### src/rtl/jtframe_mr_ddrarb.sv
// jtframe_mr_ddrarb
//   Burst-aware arbiter sharing the DDR3 Avalon port between the ROM loader
//   (read-only) and the rotation frame buffer (read/write). Ownership is
//   registered and only changes in IDLE, so a burst is never cut short.
//
//   Optional feature macro: JTFRAME_MR_DDRARB_RR_EN
//     defined   : round-robin between ld and rot when both are eligible
//     undefined : fixed priority, ld wins while downloading
//
// Ports
//   clk, rst_n                 clock, asynchronous active-low reset
//   downloading                ROM download in progress (gates ld requests)
//   ld_*                       loader request / wait / read-valid
//   rot_*                      rotation request / wait / read-valid
//   ddr_busy, ddr_dout_ready   DDR wait request and read-data valid
//   ddr_*  (outputs)           command to DDR, combinational from state/owner
`timescale 1ns/1ps
module jtframe_mr_ddrarb (
    input  logic        clk,
    input  logic        rst_n,
    input  logic        downloading,
    input  logic [ 7:0] ld_burstcnt,
    input  logic [28:0] ld_addr,
    input  logic        ld_rd,
    output logic        ld_busy,
    output logic        ld_dout_ready,
    input  logic [ 7:0] rot_burstcnt,
    input  logic [28:0] rot_addr,
    input  logic        rot_rd,
    input  logic        rot_we,
    input  logic [ 7:0] rot_be,
    input  logic [63:0] rot_din,
    output logic        rot_busy,
    output logic        rot_dout_ready,
    input  logic        ddr_busy,
    input  logic        ddr_dout_ready,
    output logic [ 7:0] ddr_burstcnt,
    output logic [28:0] ddr_addr,
    output logic        ddr_rd,
    output logic        ddr_we,
    output logic [ 7:0] ddr_be,
    output logic [63:0] ddr_din
);

    typedef enum logic [1:0] {IDLE, CMD, RDWAIT, WRBURST} state_t;

    state_t     state, state_nx;
    logic       owner, owner_nx;     // 0 = ld, 1 = rot
    logic [7:0] beats, beats_nx;
    logic       last,  last_nx;

    logic       ld_elig, rot_elig, grant;
    logic [7:0] own_bc, own_len;

    assign ld_elig  = downloading & ld_rd;
    assign rot_elig = rot_rd | rot_we;

`ifdef JTFRAME_MR_DDRARB_RR_EN
    assign grant = (ld_elig & rot_elig) ? ~last : ~ld_elig;
`else
    assign grant = ~ld_elig;
`endif

    // A burst count of zero counts as a single beat
    assign own_bc  = owner ? rot_burstcnt : ld_burstcnt;
    assign own_len = (own_bc == 8'd0) ? 8'd1 : own_bc;

    always_ff @(posedge clk or negedge rst_n) begin
        if (!rst_n) begin
            state <= IDLE;
            owner <= 1'b0;
            beats <= '0;
            last  <= 1'b0;
        end else begin
            state <= state_nx;
            owner <= owner_nx;
            beats <= beats_nx;
            last  <= last_nx;
        end
    end

    // DDR command, busy and read-valid routing
    always_comb begin
        ddr_burstcnt   = '0;
        ddr_addr       = '0;
        ddr_rd         = 1'b0;
        ddr_we         = 1'b0;
        ddr_be         = '0;
        ddr_din        = '0;
        ld_busy        = 1'b1;
        rot_busy       = 1'b1;
        ld_dout_ready  = 1'b0;
        rot_dout_ready = 1'b0;
        case (state)
            CMD: begin
                if (owner) begin
                    ddr_burstcnt = rot_burstcnt;
                    ddr_addr     = rot_addr;
                    ddr_rd       = rot_rd;
                    ddr_we       = rot_we;
                    ddr_be       = rot_be;
                    ddr_din      = rot_din;
                    rot_busy     = ddr_busy;
                end else begin
                    ddr_burstcnt = ld_burstcnt;
                    ddr_addr     = ld_addr;
                    ddr_rd       = ld_rd;
                    ddr_be       = '1;
                    ld_busy      = ddr_busy;
                end
            end
            WRBURST: begin
                ddr_burstcnt = rot_burstcnt;
                ddr_addr     = rot_addr;
                ddr_we       = rot_we;
                ddr_be       = rot_be;
                ddr_din      = rot_din;
                rot_busy     = ddr_busy;
            end
            RDWAIT: begin
                if (owner) rot_dout_ready = ddr_dout_ready;
                else       ld_dout_ready  = ddr_dout_ready;
            end
            default: ;
        endcase
    end

    // Next state
    always_comb begin
        state_nx = state;
        owner_nx = owner;
        beats_nx = beats;
        last_nx  = last;
        case (state)
            IDLE: begin
                if (ld_elig | rot_elig) begin
                    owner_nx = grant;
`ifdef JTFRAME_MR_DDRARB_RR_EN
                    last_nx  = grant;
`endif
                    state_nx = CMD;
                end
            end
            CMD: begin
                if (ddr_rd & ~ddr_busy) begin
                    beats_nx = own_len;
                    state_nx = RDWAIT;
                end else if (ddr_we & ~ddr_busy) begin
                    if (own_len == 8'd1) begin
                        state_nx = IDLE;
                    end else begin
                        beats_nx = own_len - 8'd1;
                        state_nx = WRBURST;
                    end
                end else if (~ddr_rd & ~ddr_we) begin
                    state_nx = IDLE;
                end
            end
            RDWAIT: begin
                if (ddr_dout_ready) begin
                    beats_nx = (beats == 8'd0) ? 8'd0 : beats - 8'd1;
                    if (beats <= 8'd1) state_nx = IDLE;
                end
            end
            WRBURST: begin
                if (ddr_we & ~ddr_busy) begin
                    beats_nx = (beats == 8'd0) ? 8'd0 : beats - 8'd1;
                    if (beats <= 8'd1) state_nx = IDLE;
                end
            end
            default: state_nx = IDLE;
        endcase
    end

endmodule

### config.mk
export PLATFORM = sky130hd
export DESIGN_NAME = jtframe_mr_ddrarb
export DESIGN_NICKNAME = d
export VERILOG_FILES = /design/src/rtl/jtframe_mr_ddrarb.sv
export SDC_FILE = /design/constraint.sdc
export NUM_CORES = 1
export LEC_CHECK = 0
export BUFFER_PORTS_ARGS = -buffer_cell sky130_fd_sc_hd__buf_2
export CORE_AREA = 10 10 95 97
export DETAILED_ROUTE_END_ITERATION = 10
export DIE_AREA = 0 0 105 107
export PLACE_DENSITY = 0.77
export REMOVE_ABC_BUFFERS = 1
export SETUP_SLACK_MARGIN = 0.3
export SLEW_MARGIN = 20
export SYNTH_ARGS = -nofsm -noshare
export SYNTH_HDL_FRONTEND = slang
export SYNTH_SLANG_ARGS = --single-unit
### constraint.sdc
create_clock -name clk -period 6.1 [get_ports clk]
set_input_delay 0.915 -clock clk [delete_from_list [all_inputs] [get_ports clk]]
set_output_delay 0.915 -clock clk [all_outputs]
set_load 0.01 [all_outputs]
; ---- After elaboration in Yosys (flattened, before gate mapping)
; Index checks and enable logic that the tools add are counted.
; Widths: inputs -> output; s select.
[word_totals]
wordCells = 70
input_bits = 154
reg_bits = 11
out_inout_bits = 115
[classes]
add_sub_neg = 2
n_reduce_logical = 7
mux = 37
order_cmp = 1
n_eq_ne = 10
bitwise_logic = 10
[ops]
columns = op, n
row1 = $pmux 64 s2, 1
row2 = $mux 8, 9
row3 = $mux 64, 1
row4 = $pmux 29 s2, 1
row5 = $pmux 8 s2, 2
row6 = $mux 29, 1
row7 = $pmux 8 s3, 1
row8 = $logic_not 8->1, 2
row9 = $mux 2, 8
row10 = $sub 8x1->8 const B, 2
row11 = $mux 1, 10
row12 = $eq 8x1->1 const B, 1
row13 = $le 8x1->1 const B, 1
row14 = $pmux 2 s4, 1
row15 = $ne 2x2->1 const B, 3
row16 = $ne 3x3->1 const B, 2
row17 = $reduce_and 5->1, 1
row18 = $and 1x1->1, 4
row19 = $eq 2x2->1 const B, 2
row20 = $ne 4x4->1 const B, 1
row21 = $not 1->1, 4
row22 = $pmux 1 s2, 2
row23 = $reduce_and 4->1, 1
row24 = $reduce_bool 3->1, 1
row25 = 4 further kinds, 5

; ---- Longest topological paths before layout
; Gate-level depths: netlist (run 1).
[logic_depth]
word_depth = 8
depth_mapped = 10

; ---- Worst setup path before layout (run 1)
; No wires, ideal clock.
[synth_path]
path_type = input to register
startpoint = in rot_burstcnt[3]
endpoint = reg beats[1]
path_stages = 8
required_ns = 5.975
setup_ns = 0.125
path_slack_ns = 3.107
arrival_time_ns = 2.869
path_cell_list = or3b_1 -> a222oi_1 -> a221oi_1 -> inv_1 -> ha_1 -> o211ai_1 -> o21ai_0 -> mux2_2
[synth_between]
elab_chain_cells = 8
[synth_lines]
columns = element, line
row1 = from (decl), 27  ; input logic [ 7:0] rot_burstcnt,
row2 = $mux 8 *, 65  ; assign own_bc = owner ? rot_burstcnt : ld_burstcnt;
row3 = $logic_not 8->1, 66  ; assign own_len = (own_bc == 8'd0) ? 8'd1 : own_bc;
row4 = $mux 8 *, 66
row5 = $sub 8x1->8, 152  ; beats_nx = own_len - 8'd1;
row6 = $mux 8, 149  ; if (own_len == 8'd1) begin
row7 = $mux 8, 148  ; end else if (ddr_we & ~ddr_busy) begin
row8 = $mux 8, 145  ; if (ddr_rd & ~ddr_busy) begin
row9 = $pmux 8 s3, 134  ; case (state)
row10 = to (signal assigned), 77  ; beats <= beats_nx;
row11 = to (decl), 49  ; logic [7:0] beats, beats_nx;
; Mark *: on every way between the ends. The rest lies on a longest branch, timed or not. The select of a mux whose other input is x is not followed.
; A chain may end at the register's enable or synchronous reset.

; ---- Worst setup path after layout (run 1)
[layout_path]
startpoint = reg owner
endpoint = out ddr_addr[6]
[layout_between]
elab_chain_cells = 2
[layout_lines]
columns = element, line
row1 = from (decl), 48  ; logic owner, owner_nx;
row2 = from (signal assigned), 76  ; owner <= owner_nx;
row3 = $mux 29, 96  ; if (owner) begin
row4 = $pmux 29 s2, 94  ; case (state)
row5 = to (decl), 38  ; output logic [28:0] ddr_addr,
; Every way passes these cells.

==> run metrics, run 1 <==
final wirelength 13280 um; XOR/XNOR Fraction of Synth Area 0.007431; outcome finished clean; Longest Clk Path Bufs 2; syn avg cell area 6.476 sq um; DP Area 0.003696 sq mm; Cell Area, Synth 0.002357 sq mm; worst reg2reg path startpoint owner; area share of fa/ha/maj cells after synthesis 0.02654; switching power total 689.5 uW; DR iter-0 viols 165; Post-CTS Hold Buffers 0; largest net degree at the start of global routing 81; Post-synth EDFFs 0; register area share after synthesis 0.1168; Final Hold Viols 0; CORE AREA 0.007137 sq mm; fraction of the mapped netlist area in simple logic gates 0.4490; H-tree depth 1; worst hold path type primary input to asynchronous set/reset pin; Leakage 2.314 nW; Synth Area in Compound Gates 0.2829; Yosys cell types 52; Layout area overhead 58.81%; die width 105 um; Ports 269; initial antenna violation count 0; via count of the first global-routing pass 3530; Tcrit/Tclk final 0.6254; Routed WL per cell 18.92 um; antenna-violating nets left 0; Net Sw Frac 0.5356; slowest CP cell dfrtp_1; post-cts sizing count 0; Cell Int Power 597.7 uW; DIE AREA 0.01124 sq mm; number of synthesis warnings 0; CP Launch Type register; post-route setup TNS 0 ns; worst reg2reg path depth 7; Worst-Margin Slew 1.001 ns; Clock Sinks 11; Final #Nets 762; via count 3650; grt ovf 0; Tmin final 3.815 ns; Logic pwr share 0.775; I/O Buffers 268; critical path class register to output pin; overall power 1.287 mW; Worst R2R End beats[1]; RSZ-0062 raised after global routing false; Arr. time, crit path 2.90 ns; Vert. Die Dim 107 um; CTS tree done; CP Cell Sequence or2_2 > buf_4 > nand2_1 > a21boi_0 > buf_2; CP max FO 79; global router's overall resource usage 0.2165; PwrDens 343.8 mW/mm^2; GPL Wtd Cong 0.9421; CTS clock-pin slew for the worst setup and hold paths 0.06 ns; starting density of the core 0.3303; Async SR Flop Fraction 1.000; dpl hpwl 11130 um; final non-filler cell area 0.003744 sq mm; R2R Setup Slk 2.48 ns; Yosys reg bits 11; fraction of layout cells with a size suffix above 1 0.4767; DRC 0; Flop pwr share 0.165; Max Fclk 262.1 MHz; top_reg_cell synth dfrtp_1; clk_lat worst skew 0.25 ns; post-CTS setup buffers 0; first-pass GRT wire length 20130 um; mux cell area share after synthesis 0.04406; synthesized instance count 364; Num CTS Buffers 3; Vias per Instance 5.199; clock share of power 0.061; relative slew slack 0.3325; row cnt 31; largest family of logic cells by synthesized area simple AND/OR/NAND/NOR gates; CTS root buf clkbuf_8; final number of setup-violating endpoints 0; 1st-pass router iterations 4; commonest non-fill, non-tap cell in the layout buf_2; worst path required time 5.18 ns; CP Capture Type output pin; final slew viol count 0; Max stage delay on crit path 1.00 ns; Setup Skew 0.003471 ns; worst vdd ir 147.4 uV; max_cap viols 0; most frequent cells in the layout buf_2, nand2_1, and3_1, a21boi_0, nor2_1
-- Yosys cell counts, types with 4 or more instances --
| cell type | instances | share of area |
|---|---|---|
| nor4_1 | 5 | 0.013 |
| mux2i_1 | 7 | 0.030 |
| nand2_1 | 90 | 0.14 |
| a22o_1 | 6 | 0.022 |
| dfrtp_1 | 11 | 0.12 |
| o21a_1 | 8 | 0.025 |
| and3_1 | 66 | 0.18 |
| o22ai_1 | 4 | 0.011 |
| nand3_1 | 5 | 0.011 |
| or3_1 | 5 | 0.013 |
| a21boi_0 | 37 | 0.12 |
| clkbuf_1 | 34 | 0.054 |
| nor2_1 | 13 | 0.021 |
| o21ai_0 | 5 | 0.011 |
| ha_1 | 5 | 0.027 |
| nor3_1 | 4 | 0.0085 |
| inv_1 | 6 | 0.0096 |
-- power groups by stage --
stage / logic [mW] / clock network (mW) / registers [mW]
2_1_floorplan: 0.577 / 0 / 0.205
3_3_place_gp: 0.983 / 0 / 0.208
3_5_place_dp: 1.00 / 0 / 0.210
4_1_cts: 1.01 / 0.0772 / 0.209
5_1_grt: 1.10 / 0.0810 / 0.225
6_report: 0.997 / 0.0780 / 0.212
-- layout make-up --
cell class                      count  area (sq um)
Fill cell                         720          3393
Multi-Input combinational cell    311          1917
Timing Repair Buffer              270          1356
Sequential cell                    11         276.5
Tap cell                           99         123.9
Clock buffer                        4         45.04
Inverter                            6         22.52
Antenna cell                        1         2.502
-- worst max-delay path by stage --
stage,from,endpoint,slack [ns],cells past startpoint
3_5_place_dp,rot_burstcnt[3],beats[1],2.52,8
5_1_grt,owner,ddr_addr[6],1.98,5
6_report,owner,ddr_addr[6],2.29,5
2_1_floorplan,owner,ddr_addr[0],2.61,3
4_1_cts,owner,ddr_addr[6],2.23,5
3_3_place_gp,owner,ddr_addr[6],2.64,5
-- routing by layer --
layer | routed length (um) | global-route usage
met1 | 5037 | 0.2482
met3 | 1666 | 0.09222
met4 | 116 | 0.02745
met2 | 6459 | 0.3766
met5 | 0 | 0
-- per-stage QoR --
stage                     std cells    util  hold slack (ns)  worst slack (ns)
after floorplan                 328       -           0.4668             2.615
after global placement          697  0.5179           0.4928             2.640
after detailed placement        697  0.5179           0.5126             2.521
after CTS                       701  0.5242           0.5279             2.234
after global routing            701  0.5242           0.5376             1.985
final                           702  0.5245           0.5254             2.285
-- state kept, by name, indices dropped and copies added (netlist names) --
| signal | flops |
|---|---|
| beats | 8 |
| owner | 1 |
| state | 2 |
-- critical path, delay by kind of cell (launching register included) --
kind                   cells  cell delay, ns
AOI/OAI and AO/OA          1            0.20
and+or+nand+nor            2            0.67
DFF                        1            1.00
buffers and inverters      2            0.74
-- logic make-up after synthesis --
logic type,Yosys count
xor gates and xnor gates,2
AOI/OAI and AO/OA,87
muxes,10
and+or+nand+nor,207
DFF,11
adders and majority gates,5
buffers and inverters,42
Power figures use the tool's default switching activity.
==> run 2, diff against run 1 <==
Settings changed: ABC_AREA from default to 1, CORE_AREA 10 10 95 97 to 10 10 97 99, DIE_AREA 0 0 105 107 to 0 0 107 109, PLACE_DENSITY 0.77 to 0.71.
Clock period 6.1 ns to 3.8 ns, I/O delays scaled along.
==> run 2 against run 1 <==
Sequential cell count did not move. Design area is 3.4% lower. Sequential power increased by 20%. Count of clock-buffer cells in the layout is the same. Critical endpoint is now ddr_addr[12]. Clock power up 64%. Combinational power increased by 120%.
==> run metrics, run 2 <==
outcome finished clean; clk_lat worst skew 0.25 ns; PwrDens 711.2 mW/mm^2; worst path required time 3.23 ns; Leakage 2.532 nW; Vert. Die Dim 109 um; most frequent cells in the layout buf_2, nor2_1, inv_1, nand2_1, a22o_1; worst vdd ir 337.8 uV; CP Capture Type output pin; Flop pwr share 0.099; Final #Nets 825; commonest non-fill, non-tap cell in the layout buf_2; CORE AREA 0.007527 sq mm; Reg area 275.3 sq um; number of synthesis warnings 0; Logic pwr share 0.852; 1st-pass router iterations 5; Async SR Flop Fraction 1.000; clock share of power 0.050; Worst-Margin Slew 0.8573 ns; R2R Setup Slk 1.36 ns; fraction of the mapped netlist area in simple logic gates 0.3755; CTS tree done; Routed WL per cell 19.24 um; via count 3589; syn avg cell area 5.284 sq um; Largest regs beats (8), state (2), owner (1); CP Launch Type register; Post-synth EDFFs 0; area share of fa/ha/maj cells after synthesis 0.02902; most area-consuming cells after synthesis nor2_1, inv_1, dfrtp_1; starting density of the core 0.2864; top_reg_cell synth dfrtp_1; fraction of layout cells with a size suffix above 1 0.4331; Yosys reg bits 11; Synth Area in Compound Gates 0.2142; DRC 0; worst setup path start owner; final non-filler cell area 0.003616 sq mm; XOR/XNOR Fraction of Synth Area 0.02438; initial antenna violation count 6; via count of the first global-routing pass 3448; worst reg2reg path depth 15; Cell Int Power 1.050 mW; post-route setup TNS 0 ns; post-cts sizing count 0; CTS clock-pin slew for the worst setup and hold paths 0.06 ns; Arr. time, crit path 2.36 ns; Ports 269; Placed Cells incl. Taps 763; post-CTS setup buffers 0; H-tree depth 1; largest area contributor in the synthesized netlist nor2_1; relative slew slack 0.4278; CTS root buf clkbuf_8; Vias per Instance 4.655; Cell Area, Synth 0.002156 sq mm; Setup crit end ddr_addr[12]; overall power 2.572 mW; largest family of logic cells by synthesized area simple AND/OR/NAND/NOR gates; antenna-violating nets left 0; DR iter-0 viols 308; Layout area overhead 67.73%; Final Hold Viols 0; first-pass GRT wire length 20730 um; Clock Sinks 11; RSZ-0062 raised after global routing false; Yosys cell types 31; Final Util 0.4804; worst hold path type primary input to asynchronous set/reset pin; max reg flops 8; GPL Wtd Cong 0.9569; Longest Clk Path Bufs 2; Tcrit/Tclk final 0.7708; row cnt 32; CP max FO 20; dpl hpwl 13410 um; Net Sw Frac 0.5916; Most flops, register beats; area of the multi-input gates 0.001386 sq mm; register area share after synthesis 0.1277; DIE AREA 0.01166 sq mm; critical path class register to output pin; largest net degree at the start of global routing 67; Synth top area share 0.1915; fin cells 771; synthesized instance count 408; DP Area 0.003561 sq mm; Setup Skew 0.003495 ns; worst reg2reg path startpoint owner; global router's overall resource usage 0.2304; final slew viol count 0; Max Fclk 341.4 MHz; final number of setup-violating endpoints 0; top-count cell post-synth nor2_1; Num CTS Buffers 3; die width 107 um; Tmin final 2.929 ns; Synth top cells by count nor2_1, inv_1, nand2_1; Worst R2R End beats[5]; grt ovf 0; mux cell area share after synthesis 0; max_cap viols 0; switching power total 1.521 mW; fill count 886; final wirelength 14840 um; Post-CTS Hold Buffers 0; I/O Buffers 268
-- run 2: changes by cell type in the layout (fill, tap and decap cells not counted), sizes merged, moves of 6 or more --
| cell | before | now |
|---|---|---|
| or3 | 6 | 0 |
| and3 | 66 | 0 |
| a22o | 6 | 29 |
| inv | 6 | 109 |
| mux2i | 7 | 0 |
| nor2 | 13 | 112 |
| o21a | 8 | 0 |
| a21boi | 37 | 0 |
| o21ai | 7 | 17 |
| nand2 | 90 | 64 |
-- run 2: worst min path at each step --
stage	startpoint	to	slack, ns	cells past startpoint
after floorplan	rst_n	beats[0]	0.27	0
after global placement	rst_n	beats[3]	0.47	1
after detailed placement	rst_n	beats[2]	0.47	1
after CTS	rst_n	beats[2]	0.20	1
after global routing	rst_n	beats[2]	0.21	1
final	rst_n	beats[2]	0.20	1
-- run 2: cell families after synthesis --
logic type	count (synthesis)
compound gates	65
xor+xnor	6
fa+ha+maj	5
buf+inv	127
flops	11
simple gates	194
-- run 2: routing by layer --
layer	GRT usage	routed length, um	part of all wire
met1	0.2967	6023	0.41
met2	0.3428	6383	0.43
met3	0.1239	2318	0.16
met4	0.02321	80	0.0054
met5	0	31	0.0021
-- run 2: power groups by stage --
stage               logic [mW]  registers [mW]  clock network, mW
finish                    2.19           0.254              0.128
global route              2.44           0.263              0.136
CTS                       2.20           0.252              0.130
detailed placement        2.19           0.254                  0
global placement          2.16           0.249                  0
floorplan                 1.32           0.237                  0
-- run 2: cell type report --
type                            instances  area share
Tap cell                              102     0.03529
Sequential cell                        11     0.07612
Clock buffer                            4     0.01246
Timing Repair Buffer                  270      0.3751
Antenna cell                            4    0.002768
Inverter                              110      0.1149
Multi-Input combinational cell        270      0.3834
-- run 2: per-stage QoR --
stage	hold WS [ns]	setup WS (ns)
6_report	0.1974	0.8711
3_3_place_gp	0.4679	1.323
2_1_floorplan	0.2744	1.018
3_5_place_dp	0.4687	1.191
5_1_grt	0.2058	0.7036
4_1_cts	0.1998	0.9062
-- run 2: critical path: stages, from the launching register on --
cell     delay, ns
dfrtp_1       0.53
inv_2         0.25
nand2_2       0.12
nor2_1        0.52
buf_4         0.35
a22o_1        0.19
buf_2         0.14
==> run 3, diff against run 2 <==
Settings changed: ABC_AREA 1 to 0, CORE_AREA 10 10 97 99 to 10 10 96 98, DIE_AREA 0 0 107 109 to 0 0 106 108, PLACE_DENSITY 0.71 to 0.76.
Clock period 3.8 ns to 2.8 ns, I/O delays scaled along.
==> run 3 against run 2 <==
Sequential cell count unchanged. Sequential power up 50%. Clock power up 27%. Worst setup slack worse by 0.50 ns. Sequential share of layout area down 0.68 points. Clock skew up 0.0046 ns. Register-to-register slack worse by 0.99 ns. Cell count down 5.6%. Hold slack worse by 0.16 ns. Largest power group unchanged.
==> run metrics, run 3 (synthesized netlist as in run 1, its figures left out) <==
Setup Skew 0.008097 ns; die width 106 um; worst reg2reg path depth 10; fill count 743; Post-CTS Hold Buffers 0; CP Launch Type register; max_cap viols 0; outcome finished clean; Leakage 2.426 nW; I/O Buffers 268; Final #Nets 783; starting density of the core 0.3165; critical path class register to output pin; final number of setup-violating endpoints 0; DIE AREA 0.01145 sq mm; Routed WL per cell 19.82 um; CTS root buf clkbuf_8; Clock Sinks 11; initial antenna violation count 3; clk_lat worst skew 0.24 ns; Worst R2R End beats[4]; via count 3746; CP Capture Type output pin; most frequent cells in the layout buf_2, nand2_1, and3_1, a21boi_0, buf_4; Layout area overhead 70.06%; Vias per Instance 5.146; CP max FO 45; Tmin final 2.431 ns; overall power 3.055 mW; DRC 0; worst vdd ir 340.4 uV; CORE AREA 0.007447 sq mm; Tcrit/Tclk final 0.8682; worst reg2reg path startpoint owner; dpl hpwl 11910 um; Reg area 277.8 sq um; Worst-Margin Slew 0.6261 ns; R2R Setup Slk 0.37 ns; Max Fclk 411.4 MHz; Arr. time, crit path 2.01 ns; worst path required time 2.38 ns; RSZ-0062 raised after global routing false; GPL Wtd Cong 0.8886; post-route setup TNS 0 ns; first-pass GRT wire length 21110 um; H-tree depth 1; PwrDens 762.1 mW/mm^2; Vert. Die Dim 108 um; DP Area 0.003812 sq mm; grt ovf 0; area of the multi-input gates 0.002014 sq mm; via count of the first global-routing pass 3753; fraction of layout cells with a size suffix above 1 0.5088; CTS tree done; Final Hold Viols 0; CTS clock-pin slew for the worst setup and hold paths 0.05 ns; Most flops, register beats; antenna-violating nets left 0; global router's overall resource usage 0.2272; final slew viol count 0; max reg flops 8; commonest non-fill, non-tap cell in the layout buf_2; worst hold path type primary input to asynchronous set/reset pin; DR iter-0 viols 239; final non-filler cell area 0.004009 sq mm; row cnt 32; Longest Clk Path Bufs 2; final wirelength 14430 um; Ports 269; Largest regs beats (8), state (2), owner (1); largest net degree at the start of global routing 46; Placed Cells incl. Taps 715; Final Util 0.5383; Num CTS Buffers 3; fin cells 728; 1st-pass router iterations 6; relative slew slack 0.5817
-- run 3: cell type report --
type,count,share of cell area
Tap cell,102,0.03184
Timing Repair Buffer,290,0.3777
Clock buffer,4,0.01124
Sequential cell,11,0.06929
Multi-Input combinational cell,312,0.5025
Inverter,6,0.005618
Antenna cell,3,0.001873
-- run 3: worst max-delay path by stage --
stage                     startpoint          end  slack (ns)  cells after the start
after detailed placement       owner     beats[2]        0.02                      8
after CTS                      owner     state[0]        0.30                      9
after global placement         owner     beats[5]        0.17                      8
after global routing           owner     beats[1]        0.29                      9
after floorplan             state[0]     beats[2]       -0.27                      5
final                          owner  ddr_din[49]        0.37                      5
-- run 3: worst max-delay path, cell delays in order, from the launching register on --
cell     delay [ns]
dfrtp_2        0.46
buf_4          0.22
or2_2          0.40
buf_4          0.27
and3_1         0.25
buf_2          0.15
-- run 3: where the power goes --
group / total, mW / switching (mW) / internal (mW)
clock: 0.162 / 0.0622 / 0.100
combinational: 2.51 / 1.40 / 1.11
sequential: 0.380 / 0.143 / 0.237
total: 3.06 / 1.61 / 1.45
-- run 3: metrics by stage --
| step | worst slack [ns] | hold slack [ns] |
|---|---|---|
| 3_5_place_dp | 0.02487 | 0.3046 |
| 4_1_cts | 0.3030 | 0.04865 |
| 5_1_grt | 0.2932 | 0.06163 |
| 6_report | 0.3691 | 0.03704 |
| 2_1_floorplan | -0.2675 | 0.1244 |
| 3_3_place_gp | 0.1666 | 0.3053 |
-- run 3: what timing repair did --
| action | 4_1_cts | 5_1_grt |
|---|---|---|
| buffers inserted | 1 | 4 |
| gates cloned | 1 | 0 |
| resized for setup | 3 | 17 |
| setup endpoints to repair | 8 | 48 |
| pin swaps | 2 | 8 |
-- run 3: per-layer routing --
layer / global-route usage / vias to the layer above / part of all wire
met2: 0.3834 / 196 / 0.49
met3: 0.09994 / 17 / 0.12
met5: 0 / - / 0.00090
met1: 0.2624 / 1704 / 0.38
li1: - / 1827 / -
met4: 0.04642 / 2 / 0.012
